### src/rtl/move_scheduler_if.sv
// ----------------------------------------------------------------------------
// move_scheduler_if
//   Groups the request/arbitration and game-FSM bus signals of move_scheduler.
//
//   Handshake: req_mouse / req_key are level requests that the source holds
//   (with its cell index stable) until it sees either its own ack_* pulse or a
//   reject pulse. Exactly one of ack_mouse, ack_key or reject pulses for one
//   cycle per grant. A source whose request is not granted gets no pulse and
//   keeps requesting.
//
//   Signals
//     game_active  in   1  game in progress
//     occupied     in   9  occupied-cell map from the game FSM
//     req_mouse    in   1  mouse request (level)
//     mouse_cell   in   4  mouse cell index
//     req_key      in   1  keypad request (level)
//     key_cell     in   4  keypad cell index
//     cuadro       out  9  one-hot move to the game FSM
//     ack_mouse    out  1  mouse request accepted (pulse)
//     ack_key      out  1  keypad request accepted (pulse)
//     reject       out  1  granted request invalid (pulse)
//     busy         out  1  move being issued (HOLD or GAP)
//     timeout      out  1  turn timer expired (pulse)
//     last_cell    out  4  index of the last issued move
//   Modports: master = requesters/game side, slave = scheduler.
// ----------------------------------------------------------------------------
interface move_scheduler_if;
    logic       game_active;
    logic [8:0] occupied;
    logic       req_mouse;
    logic [3:0] mouse_cell;
    logic       req_key;
    logic [3:0] key_cell;
    logic [8:0] cuadro;
    logic       ack_mouse;
    logic       ack_key;
    logic       reject;
    logic       busy;
    logic       timeout;
    logic [3:0] last_cell;

    modport master (
        output game_active, occupied, req_mouse, mouse_cell, req_key, key_cell,
        input  cuadro, ack_mouse, ack_key, reject, busy, timeout, last_cell
    );

    modport slave (
        input  game_active, occupied, req_mouse, mouse_cell, req_key, key_cell,
        output cuadro, ack_mouse, ack_key, reject, busy, timeout, last_cell
    );
endinterface

### src/rtl/move_scheduler.sv
// ----------------------------------------------------------------------------
// move_scheduler
//   Arbitrates mouse and keypad cell selections round-robin, rejects
//   out-of-range or occupied cells, and drives the game FSM's one-hot cuadro
//   bus as a HOLD_CYCLES pulse followed by a GAP_CYCLES quiet gap. A per-turn
//   timer pulses timeout after TIMEOUT_CYCLES idle cycles of an active game.
//
//   Ports
//     clk_100MHz  in   1  system clock
//     reset       in   1  synchronous, active-high reset
//     bus         slave modport of move_scheduler_if (requests, cuadro, pulses)
//     state_o     out  2  current FSM state (0 IDLE, 1 HOLD, 2 GAP)
//
//   Optional feature: define AUTO_MOVE_EN to have a timeout issue the
//   lowest-index free cell as a move (no ack, RR pointer untouched).
// ----------------------------------------------------------------------------
module move_scheduler #(
    parameter int HOLD_CYCLES    = 4,
    parameter int GAP_CYCLES     = 2,
    parameter int TIMEOUT_CYCLES = 1000000000
) (
    input  logic             clk_100MHz,
    input  logic             reset,
    move_scheduler_if.slave  bus,
    output logic [1:0]       state_o
);
    localparam int HOLD_W  = $clog2(HOLD_CYCLES) + 1;
    localparam int GAP_W   = $clog2(GAP_CYCLES) + 1;
    localparam int TIMER_W = $clog2(TIMEOUT_CYCLES);

    localparam logic [HOLD_W-1:0]  HOLD_LAST  = HOLD_W'(HOLD_CYCLES - 1);
    localparam logic [GAP_W-1:0]   GAP_LAST   = GAP_W'(GAP_CYCLES - 1);
    localparam logic [TIMER_W-1:0] TIMER_LAST = TIMER_W'(TIMEOUT_CYCLES - 1);

    typedef enum logic [1:0] {
        S_IDLE = 2'd0,
        S_HOLD = 2'd1,
        S_GAP  = 2'd2
    } state_t;

    state_t              state_q;
    logic [HOLD_W-1:0]   hold_cnt_q;
    logic [GAP_W-1:0]    gap_cnt_q;
    logic [TIMER_W-1:0]  timer_q;
    logic                rr_key_q;      // 1 = keypad has priority on a tie
    logic [8:0]          cuadro_q;
    logic                ack_mouse_q;
    logic                ack_key_q;
    logic                reject_q;
    logic                busy_q;
    logic                timeout_q;
    logic [3:0]          last_cell_q;

    // Arbitration and validity of the current grant candidate.
    logic        grant_any;
    logic        pick_key;
    logic [3:0]  grant_cell;
    logic [15:0] occ_ext;       // widened so any 4-bit index selects in range
    logic        grant_valid;

    always_comb begin
        grant_any   = (state_q == S_IDLE) && bus.game_active &&
                      (bus.req_mouse || bus.req_key);
        pick_key    = bus.req_key && (!bus.req_mouse || rr_key_q);
        grant_cell  = pick_key ? bus.key_cell : bus.mouse_cell;
        occ_ext     = {7'b0, bus.occupied};
        grant_valid = grant_any && (grant_cell <= 4'd8) && !occ_ext[grant_cell];
    end

`ifdef AUTO_MOVE_EN
    logic       free_any;
    logic [3:0] free_idx;

    // Scan downwards so the last hit is the lowest-index free cell.
    always_comb begin
        free_any = 1'b0;
        free_idx = 4'd0;
        for (int i = 8; i >= 0; i--) begin
            if (!bus.occupied[i]) begin
                free_any = 1'b1;
                free_idx = 4'(i);
            end
        end
    end
`endif

    always_ff @(posedge clk_100MHz) begin
        if (reset) begin
            state_q     <= S_IDLE;
            hold_cnt_q  <= '0;
            gap_cnt_q   <= '0;
            timer_q     <= '0;
            rr_key_q    <= 1'b0;
            cuadro_q    <= '0;
            ack_mouse_q <= 1'b0;
            ack_key_q   <= 1'b0;
            reject_q    <= 1'b0;
            busy_q      <= 1'b0;
            timeout_q   <= 1'b0;
            last_cell_q <= '0;
        end else begin
            ack_mouse_q <= 1'b0;
            ack_key_q   <= 1'b0;
            reject_q    <= 1'b0;
            timeout_q   <= 1'b0;

            case (state_q)
                S_IDLE: begin
                    if (!bus.game_active) begin
                        timer_q <= '0;
                    end else begin
                        if (grant_any) begin
                            rr_key_q <= !pick_key;
                        end
                        if (grant_valid) begin
                            // A valid grant beats a timer expiry in the same cycle.
                            ack_mouse_q <= !pick_key;
                            ack_key_q   <= pick_key;
                            cuadro_q    <= 9'd1 << grant_cell;
                            last_cell_q <= grant_cell;
                            busy_q      <= 1'b1;
                            hold_cnt_q  <= '0;
                            timer_q     <= '0;
                            state_q     <= S_HOLD;
                        end else begin
                            // Rejected grants leave the turn timer running.
                            reject_q <= grant_any;
                            if (timer_q == TIMER_LAST) begin
                                timer_q   <= '0;
                                timeout_q <= 1'b1;
`ifdef AUTO_MOVE_EN
                                if (free_any) begin
                                    cuadro_q    <= 9'd1 << free_idx;
                                    last_cell_q <= free_idx;
                                    busy_q      <= 1'b1;
                                    hold_cnt_q  <= '0;
                                    state_q     <= S_HOLD;
                                end
`endif
                            end else begin
                                timer_q <= timer_q + TIMER_W'(1);
                            end
                        end
                    end
                end

                S_HOLD: begin
                    if (hold_cnt_q == HOLD_LAST) begin
                        cuadro_q  <= '0;
                        gap_cnt_q <= '0;
                        state_q   <= S_GAP;
                    end else begin
                        hold_cnt_q <= hold_cnt_q + HOLD_W'(1);
                    end
                end

                S_GAP: begin
                    if (gap_cnt_q == GAP_LAST) begin
                        busy_q  <= 1'b0;
                        state_q <= S_IDLE;
                    end else begin
                        gap_cnt_q <= gap_cnt_q + GAP_W'(1);
                    end
                end

                default: begin
                    cuadro_q <= '0;
                    busy_q   <= 1'b0;
                    state_q  <= S_IDLE;
                end
            endcase
        end
    end

    assign bus.cuadro    = cuadro_q;
    assign bus.ack_mouse = ack_mouse_q;
    assign bus.ack_key   = ack_key_q;
    assign bus.reject    = reject_q;
    assign bus.busy      = busy_q;
    assign bus.timeout   = timeout_q;
    assign bus.last_cell = last_cell_q;
    assign state_o       = state_q;
endmodule

### src/flat_wrapper.sv
// flat-port wrapper written by rule: the top's interface ports become plain ports
module move_scheduler_flat 
#(
    parameter int HOLD_CYCLES    = 4,
    parameter int GAP_CYCLES     = 2,
    parameter int TIMEOUT_CYCLES = 1000000000
)
  (clk_100MHz, reset, state_o, bus_game_active, bus_occupied, bus_req_mouse, bus_mouse_cell, bus_req_key, bus_key_cell, bus_cuadro, bus_ack_mouse, bus_ack_key, bus_reject, bus_busy, bus_timeout, bus_last_cell);
  move_scheduler_if bus_i ();
  input  logic clk_100MHz;
  input  logic reset;
  output logic [1:0] state_o;
  input wire logic [$bits(bus_i.game_active)-1:0] bus_game_active;
  input wire logic [$bits(bus_i.occupied)-1:0] bus_occupied;
  input wire logic [$bits(bus_i.req_mouse)-1:0] bus_req_mouse;
  input wire logic [$bits(bus_i.mouse_cell)-1:0] bus_mouse_cell;
  input wire logic [$bits(bus_i.req_key)-1:0] bus_req_key;
  input wire logic [$bits(bus_i.key_cell)-1:0] bus_key_cell;
  output wire logic [$bits(bus_i.cuadro)-1:0] bus_cuadro;
  output wire logic [$bits(bus_i.ack_mouse)-1:0] bus_ack_mouse;
  output wire logic [$bits(bus_i.ack_key)-1:0] bus_ack_key;
  output wire logic [$bits(bus_i.reject)-1:0] bus_reject;
  output wire logic [$bits(bus_i.busy)-1:0] bus_busy;
  output wire logic [$bits(bus_i.timeout)-1:0] bus_timeout;
  output wire logic [$bits(bus_i.last_cell)-1:0] bus_last_cell;
  assign bus_i.game_active = bus_game_active;
  assign bus_i.occupied = bus_occupied;
  assign bus_i.req_mouse = bus_req_mouse;
  assign bus_i.mouse_cell = bus_mouse_cell;
  assign bus_i.req_key = bus_req_key;
  assign bus_i.key_cell = bus_key_cell;
  assign bus_cuadro = bus_i.cuadro;
  assign bus_ack_mouse = bus_i.ack_mouse;
  assign bus_ack_key = bus_i.ack_key;
  assign bus_reject = bus_i.reject;
  assign bus_busy = bus_i.busy;
  assign bus_timeout = bus_i.timeout;
  assign bus_last_cell = bus_i.last_cell;
  move_scheduler #(.HOLD_CYCLES(HOLD_CYCLES), .GAP_CYCLES(GAP_CYCLES), .TIMEOUT_CYCLES(TIMEOUT_CYCLES)) u_core (.clk_100MHz(clk_100MHz), .reset(reset), .bus(bus_i), .state_o(state_o));
endmodule
### config.mk
export PLATFORM = sky130hd
export DESIGN_NAME = move_scheduler_flat
export DESIGN_NICKNAME = d
export VERILOG_FILES = /design/src/rtl/move_scheduler_if.sv /design/src/rtl/move_scheduler.sv /design/src/flat_wrapper.sv
export SDC_FILE = /design/constraint.sdc
export NUM_CORES = 1
export LEC_CHECK = 0
export ABC_AREA = 1
export BUFFER_PORTS_ARGS = -buffer_cell sky130_fd_sc_hd__buf_2
export CAP_MARGIN = 20
export CORE_ASPECT_RATIO = 0.75
export CORE_MARGIN = 2
export CORE_UTILIZATION = 62
export CTS_CLUSTER_DIAMETER = 80
export DETAILED_ROUTE_END_ITERATION = 7
export MAX_ROUTING_LAYER = met4
export PLACE_DENSITY = 0.81
export SKIP_CTS_REPAIR_TIMING = 1
export SYNTH_ARGS = -nofsm -noshare
export SYNTH_HDL_FRONTEND = slang
export SYNTH_SLANG_ARGS = --single-unit
### constraint.sdc
create_clock -name clk_100MHz -period 3.9 [get_ports clk_100MHz]
set_input_delay 0.195 -clock clk_100MHz [delete_from_list [all_inputs] [get_ports clk_100MHz]]
set_output_delay 0.195 -clock clk_100MHz [all_outputs]
set_load 0.02 [all_outputs]
==> metrics.md, run 1 <==
| Metric | Value |
|---|---|
| Antenna violation net count after detailed routing | `0` |
| Crit path largest cell delay | `0.49 ns` |
| Synthesized area | `3230 sq um` |
| Period utilisation layout | `67.0%` |
| Mean cell area of the mapped netlist | `6.48 sq um` |
| Bufs on Longest Clock Path | `2` |
| FF+latch count, synth | `56` |
| Global-route congestion overflow total | `0` |
| Share of the synthesized area in the top cell type | `34.7%` |
| Count of standard-cell rows | `22` |
| Clk_skew | `0.0106 ns` |
| Clock Latency Late Sink | `0.30 ns` |
| DP HPWL | `5690 microns` |
| Total core area | `4950 sq um` |
| Number of enable-type register cells in the synthesized netlist | `0` |
| Utilization of the core after routing | `70.5%` |
| Aggregate global-route resource usage | `28.6%` |
| Total of buffers placed on input and output ports | `41` |
| Width of the die | `87.4 microns` |
| Number of cells traversed by the worst register-to-register path | `11` |
| Hold violation total from the final report | `0` |
| Startpoint type of the worst setup path | `flop` |
| Starting Density | `65.2%` |
| Clock transition at path regs | `0.10 ns` |
| Antenna cell count | `0` |
| Critical path fanouts, max | `39` |
| Pin count of the biggest net entering global routing | `40` |
| Global-route wire length before repair | `12900 microns` |
| Number of antenna violations at the first check in global routing | `0` |
| Maximum operating frequency | `383 MHz` |
| Root Buffer | `clkbuf_8` |
| Async S/R FF share, synth | `0%` |
| Number of remaining DRC errors | `0` |
| Critical path origin | `u_core.state_o[1]` |
| Commonest cells post-synth | `nand2_1 (116), nor2_1 (62), dfxtp_1 (56), a21oi_1 (51), inv_1 (51)` |
| Data arrival time of the worst path | `2.86 ns` |
| Max IR drop VDD | `230 uV` |
| Maxcap violations | `0` |
| Vertical die dimension | `66.5 microns` |
| Critical-path cell with the highest stage delay | `nand2_2` |
| Power per cell area | `330 nW/um^2` |
| RSZ-0062 raised after global routing | `no` |
| Total Routed Length | `7770 microns` |
| Leak pwr | `1.49 nW` |
| Time the final worst path needs with I/O delays and setup | `2.61 ns` |
| Slew margin rel. | `34.1%` |
| Growth of design area from synthesis to finish | `8.13%` |
| Setup TNS | `0 ns` |
| Proportion of layout cells with a drive suffix above 1 | `13.4%` |
| Most frequent CP cell | `nand2_1` |
| I/O pin count | `42` |
| Most area-consuming cells after synthesis | `dfxtp_1 (35%), nand2_1 (13%), a21oi_1 (7.9%), nor2_1 (7.2%), nand3_1 (7.1%)` |
| Number of sinks driven by the clock tree | `56` |
| Layout filler cell count | `461` |
| Final count of negative-setup-slack endpoints | `0` |
| Vias/cell | `5.66` |
| Register-to-Register Setup Slack | `1.29 ns` |
| Min-Delay Path Class | `in2reg` |
| Ys Warns | `0` |
| Iteration-0 DRC Markers | `384` |
| Full die area | `5810 sq um` |
| Max Transition Viols Final | `0` |
| Largest area contributor in the netlist | `dfxtp_1` |
| Run status | `complete, no violations` |
| Net total in the final layout | `554` |
| Classification of the worst setup path | `reg2reg` |
| Slew of the pin with the lowest slew margin | `0.988 ns` |
| Cells after synthesis | `499` |
| Number of library cell types mapped by synthesis | `33` |
| Most frequent cell after synthesis | `nand2_1` |
| Placer congestion estimate | `0.941` |
| Worst flop-to-flop path endpoint | `u_core.bus.cuadro[8]` |
| DR pass1 iterations | `5` |
| Startpoint of the worst hold path | `bus_req_key` |
| Worst path required time | `4.15 ns` |
| Most used flip-flop cell after synthesis | `dfxtp_1` |
| Hold-critical path depth | `3` |
| H-Tree Depth | `2` |
| Portion of the post-synthesis area used by sequential elements | `34.7%` |
| Number of buffers inserted during clock tree synthesis | `5` |
| Clock tree from TritonCTS | `done` |
| Hold-critical path endpoint | `u_core.bus.ack_key` |
| Routed wire per std cell | `13.2 microns` |
| Vias post-DR | `3333` |
| Synthesized Nets | `525` |
| Number of global-route vias before repair | `2834` |
| Critical path endpoint category | `flop` |
| Cells along the critical path | `nor2_2, nand2_1, inv_1, o21ai_0, a21oi_2, nand2_2, nand2_4, nand2_1, nand2_1, nand2_1, nor2_1` |
| Beginning of the worst register-to-register path | `u_core.state_o[1]` |
-- where the power goes --
part	leakage, nW	switching (W)	internal (W)
combinational	0.986	0.000161	0.0000692
sequential	0.454	0.0000136	0.000598
clock	0.0456	0.000183	0.000129
-- kinds of logic (layout without fill, tap and decap cells) --
kind of cell               after synthesis  count (layout)  synth area share [%]
and+or+nand+nor                        281             281                  39.3
AOI/OAI and AO/OA                       77              77                  13.3
DFF                                     56              56                  34.7
adders and majority gates                4               4                  1.55
buffers and inverters                   76             106                  9.83
xor gates and xnor gates                 5               5                  1.35
-- how the worst max path moves through the flow --
stage	end	cells after the start
final	u_core.bus.cuadro[8]	11
after CTS	u_core.bus.cuadro[8]	11
after global routing	u_core.bus.cuadro[8]	11
after global placement	u_core.bus.cuadro[8]	11
after floorplan	u_core.timer_q[22]	13
after detailed placement	u_core.bus.cuadro[8]	11
-- cell type report --
type | instances | area (sq um) | share of cell area, %
Inverter | 57 | 214 | 6.12
Multi-Input combinational cell | 367 | 1790 | 51.3
Clock inverter | 2 | 13.8 | 0.394
Clock buffer | 6 | 72.6 | 2.08
Tap cell | 60 | 75.1 | 2.15
Sequential cell | 56 | 1120 | 32.1
Timing Repair Buffer | 41 | 205 | 5.87
-- cell usage in the layout, fill, tap and decap left out, types with 2 or more instances in the layout --
master / instances
o211a_1: 2
nand2_1: 116
o211ai_1: 4
o21ai_0: 13
nor3_1: 9
nand2_4: 3
nand4_1: 25
inv_2: 5
nor2_2: 4
nand3_1: 46
ha_1: 4
inv_1: 51
dfxtp_1: 56
nor4_1: 4
nor3_2: 2
o21ai_1: 2
clkbuf_8: 5
xor2_1: 4
a21oi_1: 51
nor2_1: 62
nand3b_1: 2
nand2_2: 6
buf_2: 41
-- critical path: cells and delay by family (launching register included) --
kind	cells	cell delay, ns
AND/OR/NAND/NOR	8	1.61
buffers and inverters	1	0.16
AO/OA/AOI/OAI	2	0.40
flip-flops	1	0.35
-- registers in the layout, indices dropped and copies added (netlist names) --
| name | count |
|---|---|
| u_core.rr_key_q | 1 |
| u_core.state_o | 2 |
| u_core.hold_cnt_q | 3 |
| u_core.bus.reject | 1 |
| u_core.gap_cnt_q | 2 |
| u_core.bus.cuadro | 9 |
| u_core.bus.ack_key | 1 |
| u_core.bus.busy | 1 |
| u_core.bus.ack_mouse | 1 |
| u_core.bus.last_cell | 4 |
| u_core.timer_q | 30 |
| u_core.bus.timeout | 1 |
-- stage by stage --
| step | cells | area [sq um] | power [W] | setup slack (ns) | hold WS (ns) |
|---|---|---|---|---|---|
| final | 589 | 3490 | 0.00115 | 1.29 | 0.275 |
| after global routing | 589 | 3490 | 0.00122 | 0.967 | 0.279 |
| after detailed placement | 581 | 3410 | 0.000854 | 1.32 | 0.454 |
| after CTS | 589 | 3490 | 0.00116 | 1.30 | 0.267 |
| after global placement | 581 | 3410 | 0.000847 | 1.34 | 0.449 |
| after floorplan | 499 | 3230 | 0.000799 | 2.12 | 0.403 |
-- metal layers --
layer	global-route usage, %	vias to the layer above	part of all wire [%]
met5	-	-	0
met4	4.42	0	0.41
met3	4.83	4	7.5
met2	41.3	138	41
met1	42.7	1484	51
li1	-	1707	-
No activity file was read; power rests on OpenSTA's default activity.
==> run 2, diff against run 1 <==
Settings changed: CORE_UTILIZATION 62 to 52, PLACE_DENSITY 0.81 to 0.72.
Clock period 3.9 ns to 2.3 ns, I/O delays scaled along.
==> run 2 against run 1 <==
Clock power increased by 86%. Sequential power grew 70%. Global-route usage shrank 3.7 points. Routed wire length up 4.1%. Worst setup slack got worse by 1.1 ns. Worst hold slack got worse by 0.11 ns. Cell area grew 2.6%. Clock skew shrank 0.0032 ns. Via count shrank 0.30%. Clock-buffer cell count fell by 1. Flip-flop and latch count did not move. Critical path type unchanged. Critical endpoint is now u_core.timer_q[22]. Largest power group unchanged. Highest routed layer unchanged.
==> metrics.md, run 2 (synthesis gave the netlist of run 1 again) <==
| Metric | Value |
|---|---|
| Run status | `complete, no violations` |
| Hold violation total from the final report | `0` |
| DR pass1 iterations | `5` |
| Cells along the critical path | `ha_1, nand2_1, inv_1, nand4_1, nor2_1, nand4_1, nand2_2, inv_1, o21ai_0, nor2_1, nand2_1, a21oi_1` |
| DP HPWL | `5920 microns` |
| H-Tree Depth | `2` |
| Total core area | `5920 sq um` |
| Finished layout cell area | `3580 sq um` |
| Number of buffers inserted during clock tree synthesis | `5` |
| Period utilisation layout | `92.5%` |
| Utilization of the core after routing | `60.6%` |
| Worst hold margin | `0.163 ns` |
| Count of standard-cell rows | `24` |
| Startpoint type of the worst setup path | `flop` |
| Setup TNS | `0 ns` |
| Total of buffers placed on input and output ports | `41` |
| Net total in the final layout | `560` |
| Placed inst area | `3490 sq um` |
| Proportion of layout cells with a drive suffix above 1 | `14.6%` |
| I/O pin count | `42` |
| Clock transition at path regs | `0.11 ns` |
| Full die area | `6870 sq um` |
| Kind of cell adding the most delay to the critical path | `simple AND/OR/NAND/NOR gates` |
| Number of antenna violations at the first check in global routing | `0` |
| Max IR drop VDD | `289 uV` |
| Leak pwr | `1.52 nW` |
| Width of the die | `95.0 microns` |
| Slew of the pin with the lowest slew margin | `0.661 ns` |
| Vias/cell | `5.42` |
| Register name with the most flops | `u_core.timer_q` |
| Total Routed Length | `8090 microns` |
| Growth of design area from synthesis to finish | `10.9%` |
| Number of sinks driven by the clock tree | `56` |
| Maximum operating frequency | `470 MHz` |
| Critical path endpoint category | `flop` |
| Critical-path cell with the highest stage delay | `inv_1` |
| Maxcap violations | `0` |
| RSZ-0062 raised after global routing | `yes` |
| Vertical die dimension | `72.3 microns` |
| Number of global-route vias before repair | `2859` |
| Max Transition Viols Final | `0` |
| Final count of negative-setup-slack endpoints | `0` |
| Aggregate global-route resource usage | `24.9%` |
| Clk_skew | `0.00743 ns` |
| Classification of the worst setup path | `reg2reg` |
| Starting Density | `54.6%` |
| Number of flip-flops under the largest register name | `30` |
| Time the final worst path needs with I/O delays and setup | `2.13 ns` |
| Vias post-DR | `3323` |
| Clock Latency Late Sink | `0.32 ns` |
| Routed wire per std cell | `13.2 microns` |
| Number of remaining DRC errors | `0` |
| Root Buffer | `clkbuf_8` |
| Antenna cell count | `0` |
| Placer congestion estimate | `0.979` |
| Power per cell area | `563 nW/um^2` |
| Clock tree from TritonCTS | `done` |
| Most used cells in the layout excluding fill and tap cells | `nand2_1 (116), nor2_1 (62), dfxtp_1 (56)` |
| Critical path fanouts, max | `20` |
| Pin count of the biggest net entering global routing | `36` |
| Worst path buffer plus inverter count | `2` |
| Global-route wire length before repair | `13400 microns` |
| Bufs on Longest Clock Path | `2` |
| Data arrival time of the worst path | `2.38 ns` |
| Global-route congestion overflow total | `0` |
| Worst path required time | `2.55 ns` |
| Iteration-0 DRC Markers | `291` |
| Min-Delay Path Class | `in2reg` |
| Crit path largest cell delay | `0.49 ns` |
| Antenna violation net count after detailed routing | `0` |
| Slew margin rel. | `55.9%` |
| Most common library cell in the layout ignoring fill and taps | `nand2_1` |
[run 2: cell count changes in the layout (fill, tap and decap cells not counted), sizes merged]
cell      change
buf           +6
clkbuf        -1
clkinvlp      +1
[run 2: layer usage]
metal / vias to the layer above / global-route usage [%] / part of all wire (%)
li1: 1710 / - / -
met2: 147 / 34.6 / 39
met3: 7 / 3.53 / 7.9
met1: 1459 / 38.4 / 52
met5: - / - / 0
met4: 0 / 4.83 / 0.79
[run 2: area by class of cell]
class                      count  area [sq um]
fill                         587          2330
multi-input combinational    367          1790
sequential                    56          1120
timing repair buffer          47           263
inverter                      57           214
tap                           78          97.6
clock buffer                   5          68.8
clock inverter                 3          27.5
[run 2: worst paths after layout]
check / start / end / slack [ns] / cells past startpoint
hold / removal: bus_key_cell[1] / u_core.bus.last_cell[1] / 0.16 / 3
setup reg to reg: u_core.timer_q[0] / u_core.timer_q[22] / 0.17 / 12
setup / recovery: u_core.timer_q[0] / u_core.timer_q[22] / 0.17 / 12
hold reg to reg: u_core.rr_key_q / u_core.rr_key_q / 0.48 / 2
[run 2: per-stage QoR]
stage                     cells  setup slack [ns]  total power [W]
final                       613             0.172          0.00202
after floorplan             499             0.518          0.00136
after global placement      605             0.318          0.00145
after global routing        613           -0.0734          0.00212
after CTS                   613             0.176          0.00204
after detailed placement    605             0.231          0.00146
[run 2: worst register-to-register path, delay by kind of cell (launching register included)]
kind / cells / cell delay, ns
compound gates: 2 / 0.32
buf+inv: 2 / 0.57
flops: 1 / 0.35
simple gates: 7 / 0.62
fa+ha+maj: 1 / 0.21
[run 2: where the power goes]
group | switching (W) | internal [W] | total, W | leakage [nW]
sequential | 0.0000233 | 0.00101 | 0.00104 | 0.454
clock | 0.000352 | 0.000225 | 0.000577 | 0.0463
combinational | 0.000275 | 0.000129 | 0.000405 | 1.02
==> run 3, diff against run 2 <==
Settings changed: RECOVER_POWER set to 50.
==> run 3 against run 2 <==
Routed wire length is 0.89% higher. Sequential share of layout area is 0.26 points higher. Combinational power is 3% lower. Critical endpoint unchanged. Largest power group unchanged.
==> metrics.md, run 3 (synthesis gave the netlist of run 1 again) <==
| Metric | Value |
|---|---|
| Full die area | `6870 sq um` |
| Critical path fanouts, max | `20` |
| Time the final worst path needs with I/O delays and setup | `2.14 ns` |
| Critical path endpoint category | `flop` |
| Layout filler cell count | `592` |
| Proportion of layout cells with a drive suffix above 1 | `10.1%` |
| Register name with the most flops | `u_core.timer_q` |
| Startpoint type of the worst setup path | `flop` |
| Min-Delay Path Class | `in2reg` |
| Iteration-0 DRC Markers | `286` |
| Starting Density | `54.6%` |
| Final count of negative-setup-slack endpoints | `0` |
| Routed wire per std cell | `13.3 microns` |
| Period utilisation layout | `92.9%` |
| Number of sinks driven by the clock tree | `56` |
| DR pass1 iterations | `5` |
| Vias post-DR | `3343` |
| Placer congestion estimate | `0.979` |
| Slew margin rel. | `54.9%` |
| Antenna violation net count after detailed routing | `0` |
| Vias/cell | `5.45` |
| Data arrival time of the worst path | `2.40 ns` |
| Run status | `complete, no violations` |
| DP HPWL | `5920 microns` |
| Pin count of the biggest net entering global routing | `36` |
| Max Transition Viols Final | `0` |
| H-Tree Depth | `2` |
| Number of buffers inserted during clock tree synthesis | `5` |
| Maximum operating frequency | `468 MHz` |
| Net total in the final layout | `560` |
| Vertical die dimension | `72.3 microns` |
| Total Routed Length | `8160 microns` |
| Root Buffer | `clkbuf_8` |
| Global-route congestion overflow total | `0` |
| Worst hold margin | `0.159 ns` |
| Leak pwr | `1.44 nW` |
| Global-route wire length before repair | `13400 microns` |
| Number of remaining DRC errors | `0` |
| Clock tree from TritonCTS | `done` |
| Number of cells traversed by the worst register-to-register path | `12` |
| Hold-critical path depth | `3` |
| Total of buffers placed on input and output ports | `41` |
| Register-to-Register Setup Slack | `0.16 ns` |
| Maxcap violations | `0` |
| Width of the die | `95.0 microns` |
| Number of global-route vias before repair | `2859` |
| Growth of design area from synthesis to finish | `9.99%` |
| Total core area | `5920 sq um` |
| Antenna cell count | `0` |
| Worst path required time | `2.56 ns` |
| Clock Latency Late Sink | `0.32 ns` |
| RSZ-0062 raised after global routing | `yes` |
| I/O pin count | `42` |
| Most used cells in the layout excluding fill and tap cells | `nand2_1 (118), nor2_1 (62), dfxtp_1 (56)` |
| Clock transition at path regs | `0.11 ns` |
| Count of standard-cell rows | `24` |
| Aggregate global-route resource usage | `24.9%` |
| Number of antenna violations at the first check in global routing | `0` |
| Classification of the worst setup path | `reg2reg` |
| Minimum setup slack after placement | `0.231 ns` |
| Power per cell area | `566 nW/um^2` |
| Max IR drop VDD | `288 uV` |
| Clk_skew | `0.00724 ns` |
| Final worst slack | `0.163 ns` |
| Most common library cell in the layout ignoring fill and taps | `nand2_1` |
| Hold violation total from the final report | `0` |
| Bufs on Longest Clock Path | `2` |
| Slew of the pin with the lowest slew margin | `0.675 ns` |
| Number of flip-flops under the largest register name | `30` |
[run 3: worst paths after layout]
kind / end / from
min reg2reg: u_core.bus.cuadro[6] / u_core.bus.cuadro[6]
min: u_core.bus.last_cell[1] / bus_key_cell[1]
max reg2reg: u_core.timer_q[22] / u_core.timer_q[0]
max: u_core.timer_q[22] / u_core.timer_q[0]
[run 3: final cells by class]
type / count / area (sq um) / share of cell area, %
clock buffer: 5 / 68.8 / 1.94
clock inverter: 3 / 27.5 / 0.774
inverter: 57 / 214 / 6.02
multi-input combinational: 367 / 1790 / 50.3
sequential: 56 / 1120 / 31.5
tap: 78 / 97.6 / 2.75
timing repair buffer: 47 / 238 / 6.69
[run 3: where the power goes]
part           total, W  internal, W  switching (W)
Sequential      0.00104      0.00101      0.0000240
Clock          0.000580     0.000225       0.000356
Combinational  0.000394     0.000120       0.000275
Total           0.00201      0.00136       0.000654
[run 3: per-stage QoR]
step	area (sq um)	TNS [ns]	power (W)	utilization, %	std cells
after floorplan	3230	0	0.00136	-	499
after global placement	3490	0	0.00145	59.0	605
after detailed placement	3490	0	0.00146	59.0	605
after CTS	3580	0	0.00204	60.6	613
after global routing	3550	-0.238	0.00211	60.1	613
final	3550	0	0.00201	60.1	613
[run 3: worst max-delay path, cell delays in order (launching register included)]
cell	delay, ns
dfxtp_1	0.35
ha_1	0.21
nand2_1	0.06
inv_1	0.07
nand4_1	0.11
nor2_1	0.09
nand4_1	0.12
nand2_2	0.06
inv_1	0.50
o21ai_0	0.20
nor2_1	0.12
nand2_1	0.06
a21oi_1	0.12
[run 3: routing by layer]
layer | GRT usage, % | share of wire (%) | up-vias | wire length [microns]
met5 | - | 0 | - | 0
met4 | 4.83 | 0.78 | 0 | 64
met3 | 3.53 | 8.8 | 7 | 720
met2 | 34.6 | 39 | 141 | 3190
met1 | 38.4 | 51 | 1484 | 4190
li1 | - | - | 1711 | -
